### src/rtl/regfile_writebacker_pkg.sv
// Shared widths, the x0 constant and the write-back record used by the
// regfile write-back block and its bypass muxes.
package regfile_writebacker_pkg;

  localparam int XLEN       = 32;
  localparam int NREG       = 32;
  localparam int REG_ADDR_W = $clog2(NREG);

  localparam logic [REG_ADDR_W-1:0] X0 = '0;

  // One in-flight register write: a source of bypass data and of array updates.
  typedef struct packed {
    logic                  valid;
    logic [REG_ADDR_W-1:0] rd;
    logic [XLEN-1:0]       data;
  } wb_rec_t;

endpackage

### src/rtl/regfile_writebacker_bypass_mux.sv
// One read port: picks the youngest in-flight write to the addressed register,
// falling back to the array. x0 always reads zero.
module regfile_bypass_mux
  import regfile_writebacker_pkg::*;
(
  input  logic [REG_ADDR_W-1:0] addr,
  input  wb_rec_t               ld_src,
  input  wb_rec_t               ex_src,
  input  wb_rec_t               wb_src,
  input  logic [XLEN-1:0]       array_data,
  output logic [XLEN-1:0]       data
);

  // Priority: returning load > retiring ALU result > WB register > array.
  always_comb begin
    // NOTE: default assigned first so every path drives data; no latch is inferred.
    data = array_data;
    if (addr == X0)                                  data = '0;
    else if (ld_src.valid && (ld_src.rd == addr))    data = ld_src.data;
    else if (ex_src.valid && (ex_src.rd == addr))    data = ex_src.data;
    else if (wb_src.valid && (wb_src.rd == addr))    data = wb_src.data;
  end

endmodule

### src/rtl/regfile_writebacker.sv
// Write-back end of the execute datapath: 32x32 register file, one-entry ALU
// write-back register, full read bypassing and a pending-load scoreboard.
module regfile_writebacker
  import regfile_writebacker_pkg::*;
(
  input  logic                  CLK,
  input  logic                  RST,
  input  logic [REG_ADDR_W-1:0] RS1_ADDR,
  input  logic [REG_ADDR_W-1:0] RS2_ADDR,
  output logic [XLEN-1:0]       RS1_VAL,
  output logic [XLEN-1:0]       RS2_VAL,
  input  logic                  ISSUE_VALID,
  input  logic [REG_ADDR_W-1:0] ISSUE_RD,
  input  logic                  ISSUE_USES_RS1,
  input  logic                  ISSUE_USES_RS2,
  input  logic                  ISSUE_IS_LOAD,
  output logic                  HAZARD,
  input  logic                  EX_VALID,
  input  logic [REG_ADDR_W-1:0] EX_RD,
  input  logic [XLEN-1:0]       EX_RESULT,
  input  logic                  LD_VALID,
  input  logic [REG_ADDR_W-1:0] LD_RD,
  input  logic [XLEN-1:0]       LD_DATA,
  output logic                  WB_VALID,
  output logic [REG_ADDR_W-1:0] WB_RD,
  output logic [XLEN-1:0]       WB_DATA,
  output logic [NREG-1:0]       PENDING
);

  logic [XLEN-1:0] regs [NREG];
  wb_rec_t         wb_q;
  wb_rec_t         ld_rec;
  wb_rec_t         ex_rec;
  logic [NREG-1:0] pending_q;
  logic [NREG-1:0] pending_eff;
  logic [NREG-1:0] set_mask;
  logic [NREG-1:0] clr_mask;
  logic            issue_load;

  // Writes to x0 are dropped at the source, so they never bypass or commit.
  assign ld_rec = '{valid: LD_VALID && (LD_RD != X0), rd: LD_RD, data: LD_DATA};
  assign ex_rec = '{valid: EX_VALID && (EX_RD != X0), rd: EX_RD, data: EX_RESULT};

  // A load returning this cycle satisfies its dependents through the bypass.
  assign clr_mask    = ld_rec.valid ? (NREG'(1) << LD_RD) : '0;
  assign pending_eff = pending_q & ~clr_mask;

  // Stall on RAW against sources actually read, and on WAW against the destination.
  assign HAZARD = ISSUE_VALID &&
                  ((ISSUE_USES_RS1 && pending_eff[RS1_ADDR]) ||
                   (ISSUE_USES_RS2 && pending_eff[RS2_ADDR]) ||
                   pending_eff[ISSUE_RD]);

  assign issue_load = ISSUE_VALID && ISSUE_IS_LOAD && !HAZARD && (ISSUE_RD != X0);
  assign set_mask   = issue_load ? (NREG'(1) << ISSUE_RD) : '0;

  // Write-back register and scoreboard; set wins over a same-cycle clear.
  always_ff @(posedge CLK) begin
    if (RST) begin
      wb_q      <= '0;
      pending_q <= '0;
    end else begin
      // NOTE: sequential state uses non-blocking assignments so every reader sees pre-edge values.
      wb_q      <= ex_rec.valid ? ex_rec : '0;
      pending_q <= ((pending_q & ~clr_mask) | set_mask) & ~NREG'(1);
    end
  end

  // Register array: loads commit directly, ALU results one edge later from wb_q.
  always_ff @(posedge CLK) begin
    if (RST) begin
      // NOTE: the array is architecturally cleared on reset, so this memory is reset explicitly.
      for (int i = 0; i < NREG; i++) regs[i] <= '0;
    end else begin
      if (wb_q.valid) regs[wb_q.rd] <= wb_q.data;
      // Listed last so a returning load wins over an older ALU commit to the same rd.
      if (ld_rec.valid) regs[LD_RD] <= LD_DATA;
    end
  end

  regfile_bypass_mux u_rs1_mux (
    .addr       (RS1_ADDR),
    .ld_src     (ld_rec),
    .ex_src     (ex_rec),
    .wb_src     (wb_q),
    .array_data (regs[RS1_ADDR]),
    .data       (RS1_VAL)
  );

  regfile_bypass_mux u_rs2_mux (
    .addr       (RS2_ADDR),
    .ld_src     (ld_rec),
    .ex_src     (ex_rec),
    .wb_src     (wb_q),
    .array_data (regs[RS2_ADDR]),
    .data       (RS2_VAL)
  );

  assign WB_VALID = wb_q.valid;
  assign WB_RD    = wb_q.rd;
  assign WB_DATA  = wb_q.data;
  assign PENDING  = pending_q;

endmodule

### config.mk
export PLATFORM = sky130hd
export DESIGN_NAME = regfile_writebacker
export DESIGN_NICKNAME = d
export VERILOG_FILES = /design/src/rtl/regfile_writebacker_pkg.sv /design/src/rtl/regfile_writebacker_bypass_mux.sv /design/src/rtl/regfile_writebacker.sv
export SDC_FILE = /design/constraint.sdc
export NUM_CORES = 2
export LEC_CHECK = 0
export ABC_CLOCK_PERIOD_IN_PS = 4900
export CAP_MARGIN = 25
export CORE_UTILIZATION = 35
export CTS_CLUSTER_SIZE = 16
export DETAILED_ROUTE_END_ITERATION = 8
export GPL_TIMING_DRIVEN = 0
export HOLD_SLACK_MARGIN = 0.08
export PLACE_DENSITY = 0.62
export SETUP_SLACK_MARGIN = 0.05
export SYNTH_ARGS = -nofsm -noshare
export SYNTH_HDL_FRONTEND = slang
export SYNTH_HIERARCHICAL = 1
export SYNTH_SLANG_ARGS = --single-unit
### constraint.sdc
create_clock -name CLK -period 4.9 [get_ports CLK]
set_clock_uncertainty 0.15 [all_clocks]
set_input_delay 0.49 -clock CLK [delete_from_list [all_inputs] [get_ports CLK]]
set_output_delay 0.49 -clock CLK [all_outputs]
set_load 0.005 [all_outputs]
* Word-level counts from Yosys, hierarchy flattened
Memories as Yosys holds them, arrays and structs flattened.
Cells that the tools add are included.
Widths: inputs -> output; s select.
** Storage, ports and cells
- Bits in writable memories :: 1024
- Memories :: 1
- Register bits after elaboration :: 70
- Logic and storage cells :: 77
- Output and inout port bits :: 135
** Operators by class
- $lt $le $gt $ge :: 3
- Reduce and logical (&&, ||, !) cells :: 25
- Equality and inequality tests :: 6
- Shifts and indexed selects :: 2
- Bitwise gates (word level) :: 4
- Multiplexer cells :: 31
** Memories
- regs :: words 32, width 32, rd ports 2, clocked after Yosys merged registers in 0, wr ports 32, RTL line regfile_writebacker.sv:30 : logic [XLEN-1:0] regs [NREG];
** Operator list (count)
- $mux 32 :: 12
- $reduce_or 32->1 :: 2
- $shl 1x5->32 const A :: 2
- $mux 38 :: 1
- $and 32x32->32 :: 1
- $not 32->32 :: 1
- $or 32x32->32 :: 1
- $eq 5x5->1 :: 6
- $lt 5x6->1 const B :: 3
- $bmux 1 s5 :: 3
- $reduce_bool 5->1 :: 3
- $logic_and 1x1->1 :: 14
- $mux 1 :: 13
- $logic_not 5->1 :: 2
- $mux 5 :: 2
- $logic_or 1x1->1 :: 2
- $reduce_or 2->1 :: 1
- $logic_not 1->1 :: 1
- $not 1->1 :: 1

* Depth between registers and ports, before layout
- Depth after elaboration :: 16
- Gate-level depth with buffers :: 11
- Depth with buffers taken out :: 7

* Modules after synthesis
The synthesis kept the hierarchy.
** Modules (own cells, without submodules)
- regfile_writebacker :: area each 61377.6 µm², times used 1, cells each 3917
- regfile_bypass_mux :: area each 1332.5 µm², times used 2, cells each 214

* Least setup slack after synthesis
Ideal clock, no wire load.
- Path type :: input port to flip-flop
- Start :: in RST
- End :: mem regs[24][0] (enable)
- Path slack :: 0.502 ns
- Setup time :: 0.466 ns
- Arrival time :: 3.782 ns
- Stages on the path :: 6
- Required time :: 4.284 ns
- Cells stage by stage :: clkbuf_1 nand2b_1 or3_1 clkbuf_1 clkbuf_1 o21ai_0
** RTL lines
- start: declaration :: RTL line regfile_writebacker.sv:7 : input logic RST,
- end: declaration :: RTL line regfile_writebacker.sv:30

* Final worst setup path
- Start :: reg wb_q (netlist bit WB_RD[0])
- End :: out RS1_VAL[19]
** Between the ends
- Cells in the longest elaborated chain, start to end :: 6
** RTL lines
- start: declaration :: RTL line regfile_writebacker.sv:31 : wb_rec_t wb_q;
- start signal: assignment :: RTL line regfile_writebacker.sv:64 : wb_q <= ex_rec.valid ? ex_rec : '0;
- $eq 5x5->1 :: RTL line regfile_writebacker_bypass_mux.sv:21 : else if (wb_src.valid && (wb_src.rd == addr)) data = wb_src.data;
- $logic_and 1x1->1 :: RTL line regfile_writebacker_bypass_mux.sv:21
- $mux 32 :: RTL line regfile_writebacker_bypass_mux.sv:21
- $mux 32 :: RTL line regfile_writebacker_bypass_mux.sv:20 : else if (ex_src.valid && (ex_src.rd == addr)) data = ex_src.data;
- $mux 32 :: RTL line regfile_writebacker_bypass_mux.sv:19 : else if (ld_src.valid && (ld_src.rd == addr)) data = ld_src.data;
- $mux 32 :: RTL line regfile_writebacker_bypass_mux.sv:18 : if (addr == X0) data = '0;
- end: declaration :: RTL line regfile_writebacker.sv:10 : output logic [XLEN-1:0] RS1_VAL,
No other way between the ends.

==> impl_metrics.tcl <==
set metrics [dict create \
    status "finished with violations" \
    violations "setup timing" \
    crit_fanout 10 \
    crit_buf_inv 2 \
    drive_above_1_share_pct 26.4 \
    finalCriticalPeriod_ns 4.99 \
    cts_root_buffer "clkbuf_16" \
    synth.distinct_cells 69 \
    synth-edff-count 1024 \
    synth.most_common_cell "edfxtp_1" \
    power_frac_comb_pct 15.9 \
    synth_top_area_cell "edfxtp_1" \
    async_flop_share_pct 0 \
    dpl_cell_area_um2 71200 \
    core_um2 181000 \
    yosysSeqAreaShare_pct 50.2 \
    ios 232 \
    hold_depth 2 \
    syn_area_um2 64000 \
    synth-simple-area-share_pct 3.83 \
    ant_nets 0 \
    cts_buffers 119 \
    grt_antenna_before_repair 24 \
    syn_nets 4442 \
    synth_fa_ha_area_share_pct 0 \
    slew_viol_final 0 \
    cp_top_family "simple AND/OR/NAND/NOR gates" \
    path_clk_slew_ns 0.06 \
    fin_crit_sh_pct 102 \
    crit_required_ns 4.26 \
    die_x_um 430 \
    slowest_delay_ns 0.70 \
    p_clk_share_pct 38.8 \
    swShare_pct 27.9 \
    pwr-share-seq_pct 45.3 \
    cp.arrival_ns 4.35 \
    synthMuxAreaShare_pct 23.7 \
    gp_congestion 1.02 \
    cp-end-kind "output pin" \
    p_sw_w 0.00663 \
    avgSynthCellArea_um2 14.7 \
    min-delay-path-class "in -> reg" \
    ys_top_cells_by_area "edfxtp_1, mux4_2, a22o_1, clkbuf_1, dfxtp_1" \
    worstSetupPathType "reg -> out" \
    hold_violations 0 \
    maxCapViolCount 0 \
    synth-seq-cells 1093 \
    grt_first_pass_wirelength_mm 411 \
    drt_pass1_iterations 8 \
    yosys.area.top_type_share_pct 48.0 \
    ys.flop_type "edfxtp_1" \
    final_nets 4914 \
    wire_per_inst_um 41.6 \
    fin_tns_setup_ns -0.311 \
    vdd_drop_max_v 0.000330 \
    overflow 0 \
    cp.depth 7 \
    start_util_pct 35.3 \
    cts.sinks 1093 \
    cpMaxStageDelayCell "dfxtp_1" \
    rsz0062_at_grt "yes" \
    cts_tree "done" \
    setup_viol 7 \
    grt_max_degree 24 \
    clock_latency_ns 0.82 \
    grt_pass1_vias 50669 \
    dp_hpwl_mm 228 \
    synth_common_cells "edfxtp_1, a22o_1, mux4_2, clkbuf_1, o21ai_0" \
    power.internal_w 0.0171 \
    viasPerCell 7.20 \
    row_count 156 \
    io_buffers 228 \
    path_cells "xnor2_1 > nand4_1 > nor2_4 > buf_4 > o221ai_1 > a31oi_1 > clkdlybuf4s50_1" \
    fin_ws_ns -0.0856 \
    drcViolationCount 0 \
    synth_compound_area_share_pct 17.7 \
    synth_top_family_by_area "multiplexers" \
    vias 52596 \
    power_density_nw_per_um2 311 \
    relSlewSlack_pct 18.1 \
    yosys.area_share.xor_xnor_pct 0.410 \
    ff2ff_path_depth 8 \
    cts_max_path_buffers 3 \
    power_leakage_nw 25.7 \
    tightest_slew_ns 1.23 \
    wirelength_mm 304 \
    clock.fmax_ghz 0.201 \
    initialDrtViolationCount 8595 \
    fin_area_um2 76400 \
    grtUsageTotal_pct 32.1 \
    area_delta_synth_final_pct 19.3 \
    startpoint_type "flip-flop" \
    dieArea_um2 185000 \
    synth_cells 4345 \
    yosysWarnings 6 \
    cts-htree-levels 3 \
    die_y_um 430 \
]
worst reg2reg max path, cell delays in order, from the launching register on:
cell and delay (ns):
dfxtp_1 0.72, nand2b_1 0.17, or3_1 0.33, clkbuf_1 0.23
clkbuf_1 0.48, nor2_1 0.50, buf_6 0.24, clkbuf_1 0.83
and2_1 0.44
layout make-up:
| cell class | count | area (um2) |
|---|---|---|
| tap | 2370 | 2970 |
| timing repair buffer | 352 | 4010 |
| clock inverter | 68 | 708 |
| clock buffer | 153 | 3160 |
| buffer | 652 | 3400 |
| inverter | 6 | 22.5 |
| multi-input combinational | 2593 | 30000 |
| sequential | 1093 | 32100 |
| fill | 16374 | 105000 |
| antenna | 16 | 40.0 |
worst paths after layout:
| check | from | end | slack, ns |
|---|---|---|---|
| setup / recovery | WB_RD[0]$_SDFF_PP0_ | RS1_VAL[19] | -0.09 |
| hold / removal | EX_RESULT[27] | WB_DATA[27]$_SDFF_PP0_ | 0.15 |
| setup reg to reg | WB_VALID$_SDFF_PP0_ | regs[0][21]$_DFFE_PP_ | 0.59 |
| hold reg to reg | PENDING[19]$_SDFF_PP0_ | PENDING[19]$_SDFF_PP0_ | 0.41 |
stage by stage:
stage | setup WS, ns | instances | hold WS, ns | power, W | util, %
6_report | -0.0856 | 7303 | 0.145 | 0.0237 | 42.1
5_1_grt | -0.133 | 7291 | 0.159 | 0.0240 | 42.1
4_1_cts | 0.00310 | 7271 | 0.121 | 0.0235 | 41.9
3_5_place_dp | -2.50 | 7049 | 0.386 | 0.0144 | 39.3
3_3_place_gp | -3.97 | 6943 | 0.405 | 0.0143 | 38.2
2_1_floorplan | 0.502 | 4345 | 0.326 | 0.0126 | -
layer usage:
layer / GRT usage [%] / part of all wire [%]
met5: 0.468 / 0.022
met4: 25.4 / 9.8
met3: 11.2 / 14
met2: 47.3 / 43
met1: 38.0 / 33
registers in the layout, indices dropped and copies added (netlist names):
signal,cells
WB_VALID,1
regs,1024
WB_RD,5
WB_DATA,32
PENDING,31
cells in the final DEF (no fill, tap or decap), drive strengths merged, types with 10 or more instances in the layout:
cell type	count
o211ai	31
xnor2	10
xor2	20
nand2	122
mux2	64
nor3	69
a31oi	64
edfxtp	1024
and2	72
or2	11
nor2	49
diode	16
clkdlybuf4s50	213
o2111ai	13
clkbuf	687
clkinv	54
nand3	11
mux4	641
dfxtp	69
or3	65
o22ai	20
o21ai	145
a21oi	30
bufinv	10
o221ai	65
a22o	992
buf	242
power by group through the flow:
stage               Sequential (W)  Clock [W]  Combinational [W]
finish                      0.0107    0.00922            0.00377
global route                0.0108    0.00947            0.00377
CTS                         0.0107    0.00915            0.00358
detailed placement          0.0109          0            0.00348
global placement            0.0110          0            0.00330
floorplan                   0.0108          0            0.00178
kinds of logic (layout without fill, tap and decap cells):
logic type	after synthesis	in the layout
mux	710	710
flops	1093	1093
simple gates	459	459
other cells	1	17
compound gates	1393	1393
xor+xnor	30	30
buf+inv	659	1231
repair_timing:
action,4_1_cts,5_1_grt
buffers inserted,1,8
cloned,0,0
hold buffers,0,0
resized for setup,344,70
pin swaps,1,0
endpoints found under the setup margin,65,53
(Power assumes the default switching activity.)
